File: config.mk
export PLATFORM = sky130hd
export DESIGN_NAME = serial_comparator
export DESIGN_NICKNAME = d
export VERILOG_FILES = /design/src/rtl/serial_comparator.sv
export SDC_FILE = /design/constraint.sdc
export NUM_CORES = 1
export LEC_CHECK = 0
export ABC_AREA = 1
export CAP_MARGIN = 15
export CELL_PAD_IN_SITES_DETAIL_PLACEMENT = 1
export CELL_PAD_IN_SITES_GLOBAL_PLACEMENT = 2
export CORE_ASPECT_RATIO = 1.25
export CORE_MARGIN = 3
export CORE_UTILIZATION = 29
export DETAILED_ROUTE_END_ITERATION = 10
export GPL_TIMING_DRIVEN = 0
export PLACE_DENSITY_LB_ADDON = 0.1
export SLEW_MARGIN = 20
export SYNTH_ARGS = -nofsm -noshare
export SYNTH_HDL_FRONTEND = slang
export SYNTH_SLANG_ARGS = --single-unit
File: constraint.sdc
create_clock -name clk -period 6.2 [get_ports clk]
set_clock_uncertainty 0.05 [all_clocks]
set_input_delay 0.93 -clock clk [delete_from_list [all_inputs] [get_ports clk]]
set_output_delay 0.93 -clock clk [all_outputs]
set_load 0.005 [all_outputs]
File: src/rtl/serial_comparator.sv
// Iterative MSB-first magnitude comparator: CHUNK bits per cycle, early exit on the
// first differing chunk, registered LT/EQ returned through a start/busy/done handshake.
//
// state | meaning
// IDLE  | waiting for start; LT/EQ hold the last result
// CMP   | comparing the top chunk of the shifted operands, idx counts down to 0
// DONE  | one-cycle done pulse, busy still high, start ignored
module serial_comparator #(
    parameter int WIDTH = 64,
    parameter int CHUNK = 8
) (
    input  logic             clk,
    input  logic             reset,
    input  logic             start,
    input  logic             SIGNED,
    input  logic [WIDTH-1:0] A,
    input  logic [WIDTH-1:0] B,
    output logic             busy,
    output logic             done,
    output logic             LT,
    output logic             EQ
);

    localparam int NCHUNK = WIDTH / CHUNK;
    localparam int IW     = (NCHUNK > 1) ? $clog2(NCHUNK) : 1;
    localparam logic [IW-1:0] IDX_TOP = IW'(NCHUNK - 1);

    typedef enum logic [1:0] {
        IDLE = 2'd0,
        CMP  = 2'd1,
        DONE = 2'd2
    } state_t;

    state_t           state;
    logic [WIDTH-1:0] a_q;
    logic [WIDTH-1:0] b_q;
    logic             signed_q;
    logic [IW-1:0]    idx;

    logic [CHUNK-1:0] chunk_a;
    logic [CHUNK-1:0] chunk_b;
    logic             top_chunk;

    // Operands shift left each step, so the active chunk is always the top slice;
    // idx only tracks how many chunks remain.
    always_comb begin
        top_chunk = (idx == IDX_TOP);
        chunk_a   = a_q[WIDTH-1 -: CHUNK];
        chunk_b   = b_q[WIDTH-1 -: CHUNK];
        if (signed_q && top_chunk) begin
            chunk_a[CHUNK-1] = ~chunk_a[CHUNK-1];
            chunk_b[CHUNK-1] = ~chunk_b[CHUNK-1];
        end
    end

    always_ff @(posedge clk or posedge reset) begin
        if (reset) begin
            state    <= IDLE;
            a_q      <= '0;
            b_q      <= '0;
            signed_q <= 1'b0;
            idx      <= '0;
            busy     <= 1'b0;
            done     <= 1'b0;
            LT       <= 1'b0;
            EQ       <= 1'b0;
        end else begin
            case (state)
                IDLE: begin
                    done <= 1'b0;
                    if (start) begin
                        a_q      <= A;
                        b_q      <= B;
                        signed_q <= SIGNED;
                        idx      <= IDX_TOP;
                        LT       <= 1'b0;
                        EQ       <= 1'b0;
                        busy     <= 1'b1;
                        state    <= CMP;
                    end
                end
                CMP: begin
                    if (chunk_a != chunk_b) begin
                        LT    <= (chunk_a < chunk_b);
                        EQ    <= 1'b0;
                        done  <= 1'b1;
                        state <= DONE;
                    end else if (idx == '0) begin
                        LT    <= 1'b0;
                        EQ    <= 1'b1;
                        done  <= 1'b1;
                        state <= DONE;
                    end else begin
                        idx <= idx - 1'b1;
                        a_q <= a_q << CHUNK;
                        b_q <= b_q << CHUNK;
                    end
                end
                DONE: begin
                    done  <= 1'b0;
                    busy  <= 1'b0;
                    state <= IDLE;
                end
                default: begin
                    done  <= 1'b0;
                    busy  <= 1'b0;
                    state <= IDLE;
                end
            endcase
        end
    end

endmodule
==> results of run 1 <==
report_power, final:
part | switching, mW | leakage (nW) | internal, mW
Sequential | 0.241 | 1.72 | 1.31
Clock | 0.422 | 0.270 | 0.608
Combinational | 0.783 | 3.10 | 0.514
Total | 1.45 | 5.09 | 2.43
registers in the layout (all words and copies together) (netlist names):
name      flops
b_q          64
EQ            1
signed_q      1
done          1
busy          1
state         2
LT            1
idx           3
a_q          64
metal layers:
layer / up-vias / track usage, % / share of wire (%)
li1: 3462 / - / -
met1: 3218 / 20.1 / 43
met2: 92 / 33.5 / 53
met3: 20 / 3.34 / 3.1
met4: 2 / 3.95 / 0.97
met5: - / 0 / 0.048
worst register-to-register path, stage by stage (launching register included):
cell	delay [ns]
dfrtp_1	0.39
ha_1	0.30
nand2_1	0.06
nor2_1	0.18
nand2_1	0.09
nor2_2	0.23
nand3_2	0.19
nand2_2	0.22
buf_6	0.20
buf_6	0.16
nand2_1	0.10
nand2_1	0.07
kinds of logic (layout without fill, tap and decap cells):
logic type	count (synthesis)	count (layout)	synth area share, %
buf+inv	91	259	6.19
flops	138	138	48.3
simple gates	771	771	43.2
fa+ha+maj	10	10	1.75
compound gates	7	7	0.525
layout make-up:
type | instances | area (um^2) | area share, %
Buffer | 66 | 349 | 3.66
Clock buffer | 20 | 447 | 4.69
Clock inverter | 12 | 141 | 1.48
Inverter | 25 | 101 | 1.06
Multi-Input combinational cell | 788 | 3260 | 34.2
Sequential cell | 138 | 3450 | 36.2
Tap cell | 325 | 407 | 4.27
Timing Repair Buffer | 136 | 1380 | 14.5
metrics by stage:
stage,hold WS [ns],TNS (ns)
finish,0.450,0
global route,0.475,0
CTS,0.454,0
detailed placement,0.438,0
global placement,0.432,-135.90
floorplan,0.414,0
worst paths after layout:
path / startpoint / cells after the start / slack [ns] / endpoint
worst min register to register: b_q[1]$_DFFE_PP0P_ / 2 / 0.45 / b_q[1]$_DFFE_PP0P_
worst min-delay path: b_q[1]$_DFFE_PP0P_ / 2 / 0.45 / b_q[1]$_DFFE_PP0P_
worst max register to register: a_q[59]$_DFFE_PP0P_ / 11 / 3.90 / b_q[32]$_DFFE_PP0P_
max in group asynchronous: reset / 3 / 4.44 / b_q[59]$_DFFE_PP0P_
worst max-delay path: start / 8 / 3.60 / b_q[32]$_DFFE_PP0P_
min in group asynchronous: reset / 2 / 0.84 / b_q[2]$_DFFE_PP0P_
cell usage in the layout (no fill, tap or decap), types with 9 or more instances in the layout:
cell type / Yosys / routed
buf_2: 24 / 24
dfrtp_1: 138 / 138
buf_4: 9 / 9
clkdlybuf4s50_1: 0 / 135
clkbuf_1: 15 / 17
ha_1: 10 / 10
clkbuf_16: 0 / 17
buf_1: 13 / 13
nand2_1: 624 / 624
nand3_1: 136 / 136
inv_1: 24 / 23
==> summary.txt, run 1 <==
top post-synthesis cells by count: nand2_1, dfrtp_1, nand3_1
die width: 146 um
final hold vios: 0
post_cts resized: 0
I/O Buffers: 135
later-pin clock latency in the skew report: 0.42 ns
dpl ws: 3.07 ns
DRC Markers: 0
Pleak: 5.09 nW
fin util: 39.8%
final wirelength: 22700 um
most common cell in the synthesized netlist: nand2_1
Sinks on Clock Net: 138
crit path DAT: 2.86 ns
Syn. warnings: 0
CP Max Fanout: 10
crit start category: input pin
status: finished clean
vias in the first global route: 7423
min-delay worst type: flop to flop
P&R area growth vs syn: 33.3%
worst vdd ir: 195 uV
Largest delay share family, worst path: buffers and inverters
fmax: 385 MHz
Worst setup EP type: flop
CTS clk-pin slew, worst paths: 0.07 ns
post-route ant nets: 0
Seq/Total Area, Yosys: 48.3%
vias per cell: 4.50
final worst slack: 3.60 ns
P per Cell Area: 406 nW/um^2
Slew headroom: 56.2%
CP Buf/Inv Count: 5
die extent in y: 182 um
Setup Buffers After CTS: 0
DR WL/cell: 15.1 um
first-pass GRT wire length: 37500 um
grt ovf: 0
RSZ-0062 raised after global routing: false
fin area: 9530 um^2
Post-synth EDFFs: 0
starting density of the core: 29.8%
Root Buffer: clkbuf_16
Synth async-reset ratio: 100%
post-cts hold buffer count: 0
minimum clock period: 2.60 ns
Overall Global Routing Usage: 17.5%
Synth area leader: dfrtp_1
top cells by area, synth: dfrtp_1, nand2_1, nand3_1
final slew viol count: 0
Max stage delay on crit path: 0.51 ns
fin cells: 1510
placed cell area: 8940 um^2
Final nets: 1314
number of filler cells placed in the layout: 3058
Crit-path slowest cell: clkdlybuf4s50_1
Synth cell types: 21
DP Wirelength: 16800 um
ys flop type: dfrtp_1
top-area cell type share of the netlist area: 48.3%
routed vias: 6794
Max-Cap Viols: 0
synthesized instance count: 1017
# IOs: 136
largest net degree at the start of global routing: 97
1st-iter DRT viols: 199
period utilisation layout: 41.9%
Avg Cell Area, Syn: 7.03 um^2
synthesized cell area: 7150 um^2
# setup viols final: 0
Tot Pwr: 3.87 mW
total die area: 26600 um^2
critical path cell sequence: clkdlybuf4s50_1 > inv_1 > nor3_4 > inv_2 > buf_2 > buf_1 > nand3_1 > nand2_1
Seq cells post-synth: 138
clk buf depth: 2
dpl cells: 1478
kind of critical path: input pin to flop
TritonCTS buffer count: 17
share of layout cells above drive strength 1: 6.41%
GPL Wtd Cong: 0.764
number of diodes: 0
Placement Rows: 63
CORE AREA: 24000 um^2
Max H-tree Level: 4
Worst Path Required: 6.46 ns
TritonRoute pass-1 iters: 4
CTS tree: built
antenna violations before repair: 1
Slew @ Worst Pin: 0.657 ns
Mapped Nets: 1159
Note: power is estimated with default switching activity, not from simulation.
==> inputs of run 2 (changes only) <==
clock period = 2.5 ns   (was 6.2 ns; I/O delays follow)
==> summary.txt, run 2 (synthesis results as in run 1) <==
Hold Worst Slack: 0.275 ns (-0.175 ns)
die extent in y: 182 um (unchanged)
Root Buffer: clkbuf_16
DR WL/cell: 15.0 um (-0.34%)
Final nets: 1318 (+0.30%)
Max-Cap Viols: 0 (unchanged)
fin area: 9600 um^2 (+0.75%)
DRC Markers: 0 (unchanged)
post_cts resized: 0 (unchanged)
Slew headroom: 48.2% (-8.0 points)
min-delay worst type: input pin to asynchronous set/reset pin
CTS tree: built
Max H-tree Level: 4 (unchanged)
die width: 146 um (unchanged)
Slew @ Worst Pin: 0.778 ns (+0.120 ns)
CORE AREA: 24000 um^2 (unchanged)
1st-iter DRT viols: 192 (-3.5%)
routed vias: 6689 (-1.5%)
fin util: 40.1% (+0.30 points)
period utilisation layout: 90.9%
placed cell area: 9010 um^2 (+0.77%)
share of layout cells above drive strength 1: 6.73% (+0.31 points)
Worst Path Required: 2.82 ns (-3.64 ns)
vias per cell: 4.42 (-1.8%)
TritonCTS buffer count: 17 (unchanged)
I/O Buffers: 135 (unchanged)
vias in the first global route: 7236 (-2.5%)
critical path cell sequence: ha_1 > nand2_1 > nor2_1 > nand2_1 > nor2_2 > nand3_2 > nand2_4 > buf_6 > buf_6 > nand2_1 > nand2_1
Top Metal Used: met5
CP Max Fanout: 10 (unchanged)
met2 WL: 12100 um (+0.46%)
CTS clk-pin slew, worst paths: 0.07 ns (about the same)
WL met3: 779 um (+11%)
number of diodes: 0 (unchanged)
post-route ant nets: 0 (unchanged)
final wirelength: 22700 um (about the same)
Setup Buffers After CTS: 0 (unchanged)
status: finished clean
minimum clock period: 2.27 ns
Sinks on Clock Net: 138 (unchanged)
# IOs: 136 (unchanged)
grt ovf: 0 (unchanged)
Crit-path slowest cell: dfrtp_1
Regs by FF count: a_q (64), b_q (64), idx (3)
kind of critical path: flop to flop
worst vdd ir: 476 uV (+140%)
antenna violations before repair: 1 (unchanged)
first-pass GRT wire length: 37600 um (+0.28%)
crit path DAT: 2.59 ns (-0.27 ns)
most used cells in the layout excluding fill and tap cells: nand2_1, dfrtp_1, nand3_1
largest net degree at the start of global routing: 27 (-72%)
TritonRoute pass-1 iters: 4 (unchanged)
CP most frequent cell: nand2_1
crit start category: flop
later-pin clock latency in the skew report: 0.42 ns (about the same)
Worst setup EP type: flop
wl on met1: 9670 um (-0.89%)
P per Cell Area: 1000 nW/um^2 (+150%)
P&R area growth vs syn: 34.3%
RSZ-0062 raised after global routing: false
GPL Wtd Cong: 0.755 (-1.2%)
final hold vios: 0 (unchanged)
Overall Global Routing Usage: 17.6% (+0.047 points)
clk buf depth: 2 (unchanged)
Pleak: 5.13 nW (+0.66%)
Max stage delay on crit path: 0.39 ns (-0.12 ns)
Placement Rows: 63 (unchanged)
post-cts hold buffer count: 0 (unchanged)
total die area: 26600 um^2 (unchanged)
final slew viol count: 0 (unchanged)
DP Wirelength: 17300 um (+3.2%)
# setup viols final: 0 (unchanged)
most common cell after layout, fill and taps aside: nand2_1
fmax: 440 MHz
starting density of the core: 29.8% (unchanged)
## run 2: area by class of cell
type / instances / area, um^2
fillers: 3055 / 14400
flip-flops and latches: 138 / 3450
multi-input cells: 788 / 3260
repair buffers: 140 / 1450
clock buffers: 20 / 447
well taps: 325 / 407
plain buffers: 66 / 349
clock inverters: 12 / 139
inverters: 25 / 97.6
## run 2: metal layers
metal | track usage (%) | vias to the layer above
li1 | - | 3469
met1 | 20.6 | 3119
met2 | 32.9 | 90
met3 | 3.67 | 9
met4 | 3.84 | 2
met5 | 0 | -
## run 2: final timing paths
check                                         start                   to  slack [ns]  depth (start not counted)
max in group asynchronous                     reset  b_q[45]$_DFFE_PP0P_        1.20                          5
worst max-delay path            a_q[59]$_DFFE_PP0P_  b_q[32]$_DFFE_PP0P_        0.23                         11
min in group clk                               B[3]   b_q[3]$_DFFE_PP0P_        0.44                          3
worst min-delay path                          reset   b_q[2]$_DFFE_PP0P_        0.28                          2
worst max register to register  a_q[59]$_DFFE_PP0P_  b_q[32]$_DFFE_PP0P_        0.23                         11
worst min register to register   b_q[5]$_DFFE_PP0P_   b_q[5]$_DFFE_PP0P_        0.45                          2
## run 2: worst max-delay path, delay by kind of cell, from the launching register on
family                     cells  cell delay (ns)
buffers and inverters          2             0.35
and+or+nand+nor                8             1.12
DFF                            1             0.39
adders and majority gates      1             0.31
## run 2: power breakdown
| group | switching, mW | internal, mW | leakage (nW) |
|---|---|---|---|
| registers | 0.599 | 3.24 | 1.72 |
| logic | 1.94 | 1.29 | 3.13 |
| clock network | 1.03 | 1.51 | 0.274 |
## run 2: metrics by stage
| stage | setup WS [ns] | power [mW] | instances | TNS, ns |
|---|---|---|---|---|
| floorplan | 0.354 | 5.99 | 1017 | 0 |
| global placement | -1.18 | 7.10 | 1477 | -161.97 |
| detailed placement | -0.0998 | 7.21 | 1482 | -1.97 |
| CTS | 0.109 | 9.82 | 1514 | 0 |
| global route | 0.0467 | 10.5 | 1514 | 0 |
| finish | 0.226 | 9.61 | 1514 | 0 |
==> inputs of run 3 (changes only) <==
ABC_AREA = 0   (was 1)
CORE_UTILIZATION = 32   (was 29)
==> summary.txt, run 3 <==
largest net degree at the start of global routing: 31 (+15%)
Final nets: 1000 (-24%)
post-route ant nets: 0 (unchanged)
starting density of the core: 33.1% (+3.2 points)
total die area: 23000 um^2 (-14%)
Worst setup EP type: flop
Mapped Nets: 840 (-28%)
1st-iter DRT viols: 190 (-1.0%)
routed vias: 5318 (-20%)
Crit-path slowest cell: dfrtp_1
status: finished clean
r2r worst-path depth: 8 (-3)
Post-synth EDFFs: 0 (unchanged)
FF-to-FF setup slack: 0.17 ns (-0.06 ns)
fmax: 429 MHz (-2.5%)
Worst Setup SP: a_q[59]$_DFFE_PP0P_
number of diodes: 0 (unchanged)
Critical path destination: b_q[8]$_DFFE_PP0P_
Pleak: 4.37 nW (-15%)
kind of critical path: flop to flop
final wirelength: 18900 um (-17%)
P&R area growth vs syn: 35.7%
most common cell in the synthesized netlist: nand2_1
final slew viol count: 0 (unchanged)
Seq/Total Area, Yosys: 51.0% (+2.7 points)
grt ovf: 0 (unchanged)
RSZ-0062 raised after global routing: false
I/O Buffers: 135 (unchanged)
synthesized cell area: 6770 um^2 (-5.3%)
top cells by area, synth: dfrtp_1, nand2_1, mux2_2
worst vdd ir: 544 uV (+14%)
CORE AREA: 20500 um^2 (-15%)
Worst Path Required: 2.76 ns (-0.06 ns)
Avg Cell Area, Syn: 9.70 um^2 (+38%)
# setup viols final: 0 (unchanged)
later-pin clock latency in the skew report: 0.42 ns (about the same)
period utilisation layout: 93.3% (+2.4 points)
crit path DAT: 2.59 ns (about the same)
Placement Rows: 58 (-7.9%)
Synth cell types: 37 (+76%)
TritonRoute pass-1 iters: 4 (unchanged)
P per Cell Area: 1010 nW/um^2 (+1.1%)
critical register-to-register path endpoint: b_q[8]$_DFFE_PP0P_
share of layout cells above drive strength 1: 12.9% (+6.1 points)
min-delay worst type: input pin to asynchronous set/reset pin
Sinks on Clock Net: 138 (unchanged)
GPL Wtd Cong: 0.782 (+3.5%)
dpl ws: -0.185 ns (-0.0851 ns)
critical path cell sequence: ha_1 > and4_1 > and4_4 > a21oi_4 > inv_4 > buf_6 > buf_4 > mux2_4
most common cell after layout, fill and taps aside: nand2_1
die width: 136 um (-7.1%)
CTS clk-pin slew, worst paths: 0.06 ns (about the same)
TNS Setup: 0 ns (unchanged)
final hold vios: 0 (unchanged)
Synth async-reset ratio: 100% (unchanged)
clk buf depth: 2 (unchanged)
CP Max Fanout: 10 (unchanged)
most used cells in the layout excluding fill and tap cells: nand2_1, dfrtp_1, clkdlybuf4s50_1
Regs by FF count: a_q (64), b_q (64), idx (3)
vias in the first global route: 6014 (-17%)
Root Buffer: clkbuf_16
Max-Cap Viols: 0 (unchanged)
TritonCTS buffer count: 17 (unchanged)
fin cells: 1141 (-25%)
Max H-tree Level: 4 (unchanged)
Tot Pwr: 9.30 mW (-3.3%)
CTS tree: built
Max stage delay on crit path: 0.42 ns (+0.03 ns)
ys flop type: dfrtp_1
top post-synthesis cells by count: nand2_1, dfrtp_1, mux2_2
dpl cells: 1108 (-25%)
antenna violations before repair: 0 (-1)
Slew headroom: 52.9% (+4.7 points)
# IOs: 136 (unchanged)
first-pass GRT wire length: 31200 um (-17%)
Overall Global Routing Usage: 17.3% (-0.24 points)
Synth area leader: dfrtp_1
DP Wirelength: 14900 um (-14%)
Syn. warnings: 0 (unchanged)
minimum clock period: 2.33 ns (+0.0588 ns)
DR WL/cell: 16.6 um (+10%)
die extent in y: 169 um (-7.1%)
crit start category: flop
final worst slack: 0.168 ns (-0.0588 ns)
vias per cell: 4.66 (+5.5%)
DRC Markers: 0 (unchanged)
Seq cells post-synth: 138 (unchanged)
synthesized instance count: 698 (-31%)
RR Startpoint: a_q[59]$_DFFE_PP0P_
top-area cell type share of the netlist area: 51.0% (+2.7 points)
Slew @ Worst Pin: 0.707 ns (-0.0709 ns)
run 3: routing by layer:
metal | global-route usage, % | share of wire, % | vias up
met5 | 0 | 0 | -
met2 | 29.1 | 50 | 95
met3 | 3.98 | 5.1 | 19
met4 | 6.14 | 1.5 | 0
met1 | 21.9 | 44 | 2603
li1 | - | - | 2601
run 3: power by group:
| group | internal (mW) | leakage (nW) | switching [mW] |
|---|---|---|---|
| combinational | 1.46 | 2.45 | 1.38 |
| sequential | 3.28 | 1.65 | 0.590 |
| clock | 1.58 | 0.276 | 1.01 |
run 3: worst max-delay path: cells and delay by family, from the launching register on:
kind	cells	cell delay, ns
multiplexers	1	0.31
AND/OR/NAND/NOR	2	0.50
flip-flops	1	0.42
adder cells (fa/ha/maj)	1	0.32
AO/OA/AOI/OAI	1	0.08
buffers and inverters	3	0.53
run 3: worst min-delay path by stage:
stage,from,end,cells after the start
2_1_floorplan,signed_q$_DFFE_PP0P_,signed_q$_DFFE_PP0P_,2
3_3_place_gp,b_q[51]$_DFFE_PP0P_,b_q[51]$_DFFE_PP0P_,1
3_5_place_dp,b_q[51]$_DFFE_PP0P_,b_q[51]$_DFFE_PP0P_,1
4_1_cts,reset,b_q[52]$_DFFE_PP0P_,2
5_1_grt,reset,b_q[60]$_DFFE_PP0P_,2
6_report,reset,b_q[60]$_DFFE_PP0P_,2
run 3: cell families (layout without fill, tap and decap cells):
kind of cell	count (synthesis)	count (layout)	synth area share, %
and+or+nand+nor	341	341	19.5
DFF	138	138	51.0
muxes	121	121	19.9
buffers and inverters	55	228	3.90
AOI/OAI and AO/OA	31	31	3.62
adders and majority gates	10	10	1.85
xor gates and xnor gates	2	2	0.259
run 3: per-stage QoR:
step | utilization, % | hold slack (ns) | cell area [um^2]
2_1_floorplan | - | 0.396 | 6780
3_3_place_gp | 41.4 | 0.416 | 8470
3_5_place_dp | 41.9 | 0.424 | 8570
4_1_cts | 44.9 | 0.281 | 9180
5_1_grt | 44.9 | 0.317 | 9190
6_report | 44.9 | 0.280 | 9190
run 3: cell type report:
| class | count | area, um^2 |
|---|---|---|
| Multi-Input combinational cell | 505 | 3060 |
| Buffer | 41 | 214 |
| Fill cell | 2329 | 11300 |
| Inverter | 14 | 58.8 |
| Tap cell | 270 | 338 |
| Timing Repair Buffer | 141 | 1470 |
| Clock buffer | 19 | 433 |
| Clock inverter | 13 | 171 |
| Sequential cell | 138 | 3450 |
run 3: repair_timing:
action                     in CTS  in global routing
resized for setup               2                  1
setup buffers                   0                  1
hold buffers                    0                  0
setup endpoints to repair       2                 61
pin swaps                       1                  1
